## config.mk

```make
export PLATFORM = sky130hd
export DESIGN_NAME = uart_rx
export DESIGN_NICKNAME = d
export VERILOG_FILES = /design/src/rtl/uart_pkg.sv /design/src/rtl/uart_baud_gen.sv /design/src/rtl/uart_rx.sv
export SDC_FILE = /design/constraint.sdc
export NUM_CORES = 1
export LEC_CHECK = 0
export BUFFER_PORTS_ARGS = -buffer_cell sky130_fd_sc_hd__buf_2
export CAP_MARGIN = 20
export CORE_MARGIN = 2
export CORE_UTILIZATION = 35
export CTS_CLUSTER_SIZE = 8
export DETAILED_ROUTE_END_ITERATION = 8
export HOLD_SLACK_MARGIN = 0.03
export PLACE_DENSITY = 0.51
export SETUP_SLACK_MARGIN = 0.3
export SLEW_MARGIN = 20
export SYNTH_ARGS = -nofsm -noshare
export SYNTH_HDL_FRONTEND = slang
export SYNTH_SLANG_ARGS = --single-unit
```

## constraint.sdc

```tcl
create_clock -name clk -period 3.99 [get_ports clk]
set_clock_uncertainty 0.2 [all_clocks]
set_input_delay 0.798 -clock clk [delete_from_list [all_inputs] [get_ports clk]]
set_output_delay 0.798 -clock clk [all_outputs]
set_load 0.02 [all_outputs]
```

## src/rtl/uart_pkg.sv

```systemverilog
// Shared UART constants and types.
// Used by uart_rx and the companion uart_tx.
package uart_pkg;

  typedef enum logic [1:0] {
    IDLE  = 2'd0,
    START = 2'd1,
    DATA  = 2'd2,
    STOP  = 2'd3
  } uart_state_e;

  localparam int OSR       = 16;
  localparam int MID_START = 7;
  localparam int DATA_BITS = 8;

endpackage

```

## src/rtl/uart_baud_gen.sv

```systemverilog
// Oversample tick divider: one tick every div+1 clocks.
// Holds at zero while disabled or cleared.
module uart_baud_gen #(
  parameter int DIV_W = 16
) (
  input  logic             clk,
  input  logic             rst,
  input  logic             en,
  input  logic             clr,
  input  logic [DIV_W-1:0] div,
  output logic             tick
);

  logic [DIV_W-1:0] cnt;

  assign tick = en && !clr && (cnt == div);

  // Free-running divider, wraps at div.
  always_ff @(posedge clk) begin
    if (rst || !en || clr) begin
      cnt <= '0;
    end else if (cnt == div) begin
      cnt <= '0;
    end else begin
      cnt <= cnt + 1'b1;
    end
  end

endmodule

```

## src/rtl/uart_rx.sv

```systemverilog
// 8N1 UART receiver, 16x oversampled.
// Single-entry holding register with sticky error flags.
module uart_rx #(
  parameter int DIV_W = 16,
  parameter int OSR   = 16
) (
  input  logic             clk,
  input  logic             rst,
  input  logic             en,
  input  logic [DIV_W-1:0] baud_div,
  input  logic             rx,
  input  logic             rd,
  input  logic             clr_err,
  output logic [7:0]       rx_data,
  output logic             rx_valid,
  output logic             frame_err,
  output logic             overrun,
  output logic             busy
);

  import uart_pkg::*;

  localparam logic [3:0] LAST_TK = 4'(OSR - 1);
  localparam logic [3:0] MID_TK  = 4'(MID_START);
  localparam logic [2:0] LAST_BT = 3'(DATA_BITS - 1);

  uart_state_e state;
  uart_state_e state_n;

  logic       rx_meta;
  logic       rx_s;
  logic       tick;
  logic [3:0] ostick;
  logic [2:0] bit_idx;
  logic [7:0] shreg;
  logic       mid_hit;
  logic       end_hit;
  logic       start_ok;
  logic       bit_smp;
  logic       stop_smp;

  assign busy     = (state != IDLE);
  assign mid_hit  = tick && (ostick == MID_TK);
  assign end_hit  = tick && (ostick == LAST_TK);
  assign start_ok = en && (state == START)
                    && mid_hit && !rx_s;
  assign bit_smp  = en && (state == DATA) && end_hit;
  assign stop_smp = en && (state == STOP) && end_hit;

  uart_baud_gen #(
    .DIV_W(DIV_W)
  ) u_baud (
    .clk (clk),
    .rst (rst),
    .en  (en),
    .clr (state == IDLE),
    .div (baud_div),
    .tick(tick)
  );

  // Two-flop synchronizer, idles high.
  always_ff @(posedge clk) begin
    if (rst) begin
      rx_meta <= 1'b1;
      rx_s    <= 1'b1;
    end else begin
      rx_meta <= rx;
      rx_s    <= rx_meta;
    end
  end

  // State register.
  always_ff @(posedge clk) begin
    if (rst) begin
      state <= IDLE;
    end else begin
      state <= state_n;
    end
  end

  // Next-state logic; dropping en aborts the frame.
  always_comb begin
    state_n = state;
    unique case (state)
      IDLE: begin
        if (!rx_s) state_n = START;
      end
      START: begin
        if (mid_hit) state_n = rx_s ? IDLE : DATA;
      end
      DATA: begin
        if (end_hit && bit_idx == LAST_BT) begin
          state_n = STOP;
        end
      end
      STOP: begin
        if (end_hit) state_n = IDLE;
      end
      default: state_n = IDLE;
    endcase
    if (!en) state_n = IDLE;
  end

  // Oversample counter and bit shifter.
  always_ff @(posedge clk) begin
    if (rst) begin
      ostick  <= '0;
      bit_idx <= '0;
      shreg   <= '0;
    end else if (state == IDLE || start_ok) begin
      ostick  <= '0;
      bit_idx <= '0;
    end else if (tick) begin
      ostick <= ostick + 4'd1;
      if (bit_smp) begin
        shreg[bit_idx] <= rx_s;
        bit_idx        <= bit_idx + 3'd1;
      end
    end
  end

  // Holding register and sticky flags; a new
  // event in the same cycle wins over rd/clr_err.
  always_ff @(posedge clk) begin
    if (rst) begin
      rx_data   <= 8'h00;
      rx_valid  <= 1'b0;
      frame_err <= 1'b0;
      overrun   <= 1'b0;
    end else begin
      if (rd && rx_valid) rx_valid <= 1'b0;
      if (clr_err) begin
        frame_err <= 1'b0;
        overrun   <= 1'b0;
      end
      if (stop_smp) begin
        if (!rx_s) begin
          frame_err <= 1'b1;
        end else if (!rx_valid || rd) begin
          rx_data  <= shreg;
          rx_valid <= 1'b1;
        end else begin
          overrun <= 1'b1;
        end
      end
    end
  end

endmodule

```

==> metrics.txt <==
# TYPE chip_impl_metric gauge
chip_impl_info{name="crit_path_top_delay_cell",value="or4_1"} 1
chip_impl_info{name="crit_path_start_kind",value="input pin"} 1
chip_impl_metric{name="synth.cell_area",unit="sq um"} 2281
chip_impl_metric{name="cts.reportedPaths.clkPinSlew",unit="ps"} 80
chip_impl_metric{name="drc",unit=""} 0
chip_impl_info{name="rsz0062_at_grt",value="false"} 1
chip_impl_metric{name="cap_violations",unit=""} 0
chip_impl_info{name="critical_path_class",value="in2reg"} 1
chip_impl_metric{name="mappedNetlistNets",unit=""} 294
chip_impl_metric{name="cts-resized-gates",unit=""} 0
chip_impl_metric{name="reg2reg_depth",unit=""} 6
chip_impl_info{name="timing.critical_path.cells",value="buf_2 > xor2_1 > nor4_2 > nand4_2 > buf_4 > or4_1 > a21oi_1"} 1
chip_impl_info{name="setup.worst_path.end_class",value="register"} 1
chip_impl_metric{name="antenna_violating_nets_post_route",unit=""} 0
chip_impl_info{name="endpoint",value="ostick[3]"} 1
chip_impl_metric{name="fp-row-count",unit=""} 29
chip_impl_metric{name="final_cell_count_no_fill",unit=""} 372
chip_impl_metric{name="grt_max_degree",unit=""} 33
chip_impl_info{name="synth.top_cells.by_area",value="dfxtp_1, xor2_1, a21oi_1"} 1
chip_impl_metric{name="critical_path_arrival",unit="ps"} 2450
chip_impl_metric{name="rrSetupSlack",unit="ps"} 1610
chip_impl_metric{name="max_freq",unit="MHz"} 411.3
chip_impl_metric{name="report.final.slew_viol_count",unit=""} 0
chip_impl_metric{name="core_area",unit="sq um"} 6314
chip_impl_metric{name="hold_fix_buffers_at_cts",unit=""} 0
chip_impl_metric{name="vias_in_the_first_global_route",unit=""} 1825
chip_impl_metric{name="cellLeakagePower",unit="nW"} 0.9286
chip_impl_metric{name="io-pin-count",unit=""} 34
chip_impl_metric{name="initial_standard_cell_utilization_of_the_core",unit="%"} 36.13
chip_impl_metric{name="dpl-instance-area",unit="sq um"} 2487
chip_impl_metric{name="cp_num_buf_inv",unit=""} 2
chip_impl_info{name="ys_dominant_reg_cell",value="dfxtp_1"} 1
chip_impl_info{name="r2r-end",value="shreg[0]"} 1
chip_impl_info{name="synth.largest_area_cell",value="dfxtp_1"} 1
chip_impl_info{name="setup.worst_path.start",value="baud_div[11]"} 1
chip_impl_info{name="source_of_the_worst_register_to_register_timing_path",value="ostick[0]"} 1
chip_impl_metric{name="tightest_slew",unit="ps"} 445.0
chip_impl_metric{name="timing.final.crit_period",unit="ps"} 2432
chip_impl_info{name="tritoncts",value="yes"} 1
chip_impl_metric{name="cp_num_cells",unit=""} 7
chip_impl_metric{name="power_per_cell_area",unit="nW/um^2"} 321.5
chip_impl_metric{name="timing_hold_violations_final",unit=""} 0
chip_impl_metric{name="vdd_ir_drop_max",unit="uV"} 158.7
chip_impl_metric{name="routed-via-count",unit=""} 1931
chip_impl_metric{name="average_wire_length_per_cell_after_detail_routing",unit="microns"} 13.02
chip_impl_metric{name="synth-edff-count",unit=""} 0
chip_impl_metric{name="die_x",unit="microns"} 84.73
chip_impl_metric{name="numCtsBuffers",unit=""} 5
chip_impl_metric{name="design_area",unit="sq um"} 2594
chip_impl_info{name="critPathTopFamily",value="simple AND/OR/NAND/NOR gates"} 1
chip_impl_metric{name="dpl.cell_count",unit=""} 364
chip_impl_metric{name="yosys.cell_types.count",unit=""} 37
chip_impl_metric{name="dr.first_iter.drc_count",unit=""} 120
chip_impl_metric{name="part_of_the_yosys_area_used_for_sequential_elements",unit="%"} 40.37
chip_impl_metric{name="avgSynthCellArea",unit="sq um"} 8.511
chip_impl_metric{name="worstSkewPairLatency",unit="ps"} 290
chip_impl_metric{name="layout.nets",unit=""} 320
chip_impl_metric{name="synth.yosys.warnings",unit=""} 0
chip_impl_metric{name="floorplan.die.height",unit="microns"} 84.73
chip_impl_metric{name="post_cts.repair.setup_buffers",unit=""} 0
chip_impl_info{name="status",value="finished, final reports clean"} 1
chip_impl_metric{name="global_route_wire_length_before_repair",unit="microns"} 8431
chip_impl_metric{name="grt_use_total",unit="%"} 14.26
chip_impl_metric{name="antenna_cells",unit=""} 0
chip_impl_metric{name="synth-seq-cells",unit=""} 46
chip_impl_info{name="leading_cell_types_in_the_layout_fill_and_taps_excluded",value="dfxtp_1, buf_2, a21oi_1, nor2_1, xor2_1"} 1
chip_impl_metric{name="area_growth",unit="%"} 13.71
chip_impl_metric{name="design.die.area",unit="sq um"} 7178
chip_impl_metric{name="worst-endpoint-required",unit="ps"} 4010
chip_impl_metric{name="clock-sinks",unit=""} 46
chip_impl_metric{name="detailedPlacementHpwl",unit="microns"} 3393
chip_impl_metric{name="asyncSetResetFlopFracSynth",unit="%"} 0
chip_impl_info{name="most_frequent_standard_cell_in_the_layout_excluding_fill_and_tap_cells",value="dfxtp_1"} 1
chip_impl_metric{name="final-setup-viol-count",unit=""} 0
chip_impl_metric{name="fraction_of_final_layout_cells_with_drive_strength_greater_than_1",unit="%"} 16.95
chip_impl_metric{name="portion_of_synthesized_cell_area_occupied_by_the_leading_cell_type",unit="%"} 40.37
chip_impl_metric{name="max_stage_delay",unit="ps"} 520
chip_impl_metric{name="finalSetupTns",unit="ps"} 0
chip_impl_metric{name="firstDrtPassIters",unit=""} 4
chip_impl_metric{name="gr-total-overflow",unit=""} 0
chip_impl_metric{name="gp_routability_congestion",unit=""} 0.7508
chip_impl_metric{name="placement.io_buffers",unit=""} 33
chip_impl_metric{name="cts-root-to-sink-buffers",unit=""} 2
chip_impl_info{name="clk_root_buffer_cell",value="clkbuf_8"} 1
chip_impl_metric{name="synthesized_instance_count",unit=""} 268
chip_impl_metric{name="htree_levels",unit=""} 2
chip_impl_info{name="hp-class",value="reg2reg"} 1
chip_impl_metric{name="wl",unit="microns"} 4842
chip_impl_metric{name="path_max_fanout",unit=""} 32
chip_impl_metric{name="min_period_over_period",unit="%"} 60.94
chip_impl_metric{name="timing.slew.headroom",unit="%"} 70.27
chip_impl_metric{name="number_of_antenna_violations_at_the_first_check_in_global_routing",unit=""} 0
chip_impl_metric{name="ratio_of_routed_vias_to_standard_cells",unit=""} 5.191
where the power goes:
group          switching [mW]  internal [mW]  total [mW]  leakage [nW]
Clock                   0.148          0.188       0.336        0.0524
Sequential            0.00212          0.460       0.462         0.371
Combinational          0.0215         0.0146      0.0361         0.505
area by class of cell:
cell class | count | area [sq um]
Clock buffer | 7 | 76.32
Clock inverter | 1 | 30.03
Fill cell | 666 | 3720
Inverter | 4 | 15.01
Multi-Input combinational cell | 202 | 1275
Sequential cell | 46 | 920.9
Tap cell | 77 | 96.34
Timing Repair Buffer | 35 | 180.2
synth_stat cells, types with 5 or more instances:
master	n
a21oi_1	27
and3_1	5
clkbuf_1	10
dfxtp_1	46
nand2_1	16
nand2b_1	5
nand3_1	13
nand4_1	16
nor2_1	25
nor3_1	7
o21ai_0	16
o41ai_1	6
or3_1	5
xnor2_1	6
xor2_1	24
how the worst min path moves through the flow:
stage	start	endpoint	slack, ps	depth (start not counted)
6_report	rx_meta	rx_s	220	1
5_1_grt	rx_meta	rx_s	260	1
4_1_cts	rx_meta	rx_s	230	1
3_5_place_dp	rx_meta	rx_s	200	1
3_3_place_gp	rx_meta	rx_s	210	1
2_1_floorplan	rx_meta	rx_s	190	1
metrics by stage:
step / power [mW] / worst slack, ps / hold slack (ps) / utilization [%]
after floorplan: 0.4921 / 1607 / 189.5 / -
after global placement: 0.5096 / 1283 / 205.2 / 39.40
after detailed placement: 0.5094 / 1268 / 200.0 / 39.40
after CTS: 0.8541 / 1572 / 229.0 / 41.08
after global routing: 0.8754 / 1392 / 263.2 / 41.08
final: 0.8338 / 1558 / 224.2 / 41.08
kinds of logic (layout without fill, tap and decap cells):
| group | count (synthesis) | after routing | share of synthesized area [%] |
|---|---|---|---|
| AND/OR/NAND/NOR | 113 | 113 | 28.14 |
| AO/OA/AOI/OAI | 55 | 55 | 14.04 |
| flip-flops | 46 | 46 | 40.37 |
| XOR/XNOR | 30 | 30 | 11.52 |
| buffers and inverters | 20 | 47 | 3.730 |
| adder cells (fa/ha/maj) | 4 | 4 | 2.194 |
per-layer routing:
metal  track usage [%]  vias up  routed length [microns]
li1                  -     1015                        -
met1             19.11      878                     2459
met2             22.76       33                     2138
met3             2.950        5                      192
met4             5.051        0                       53
met5                 0        -                        0
sequential cells by signal, indices dropped and copies added, names as in the netlist, named ones only:
| signal | count |
|---|---|
| u_baud.cnt | 16 |
| rx_data | 8 |
| shreg | 8 |
| ostick | 4 |
| bit_idx | 3 |
| frame_err | 1 |
| overrun | 1 |
| rx_meta | 1 |
| rx_s | 1 |
| rx_valid | 1 |
| state | 1 |
Power figures use the tool's default switching activity.
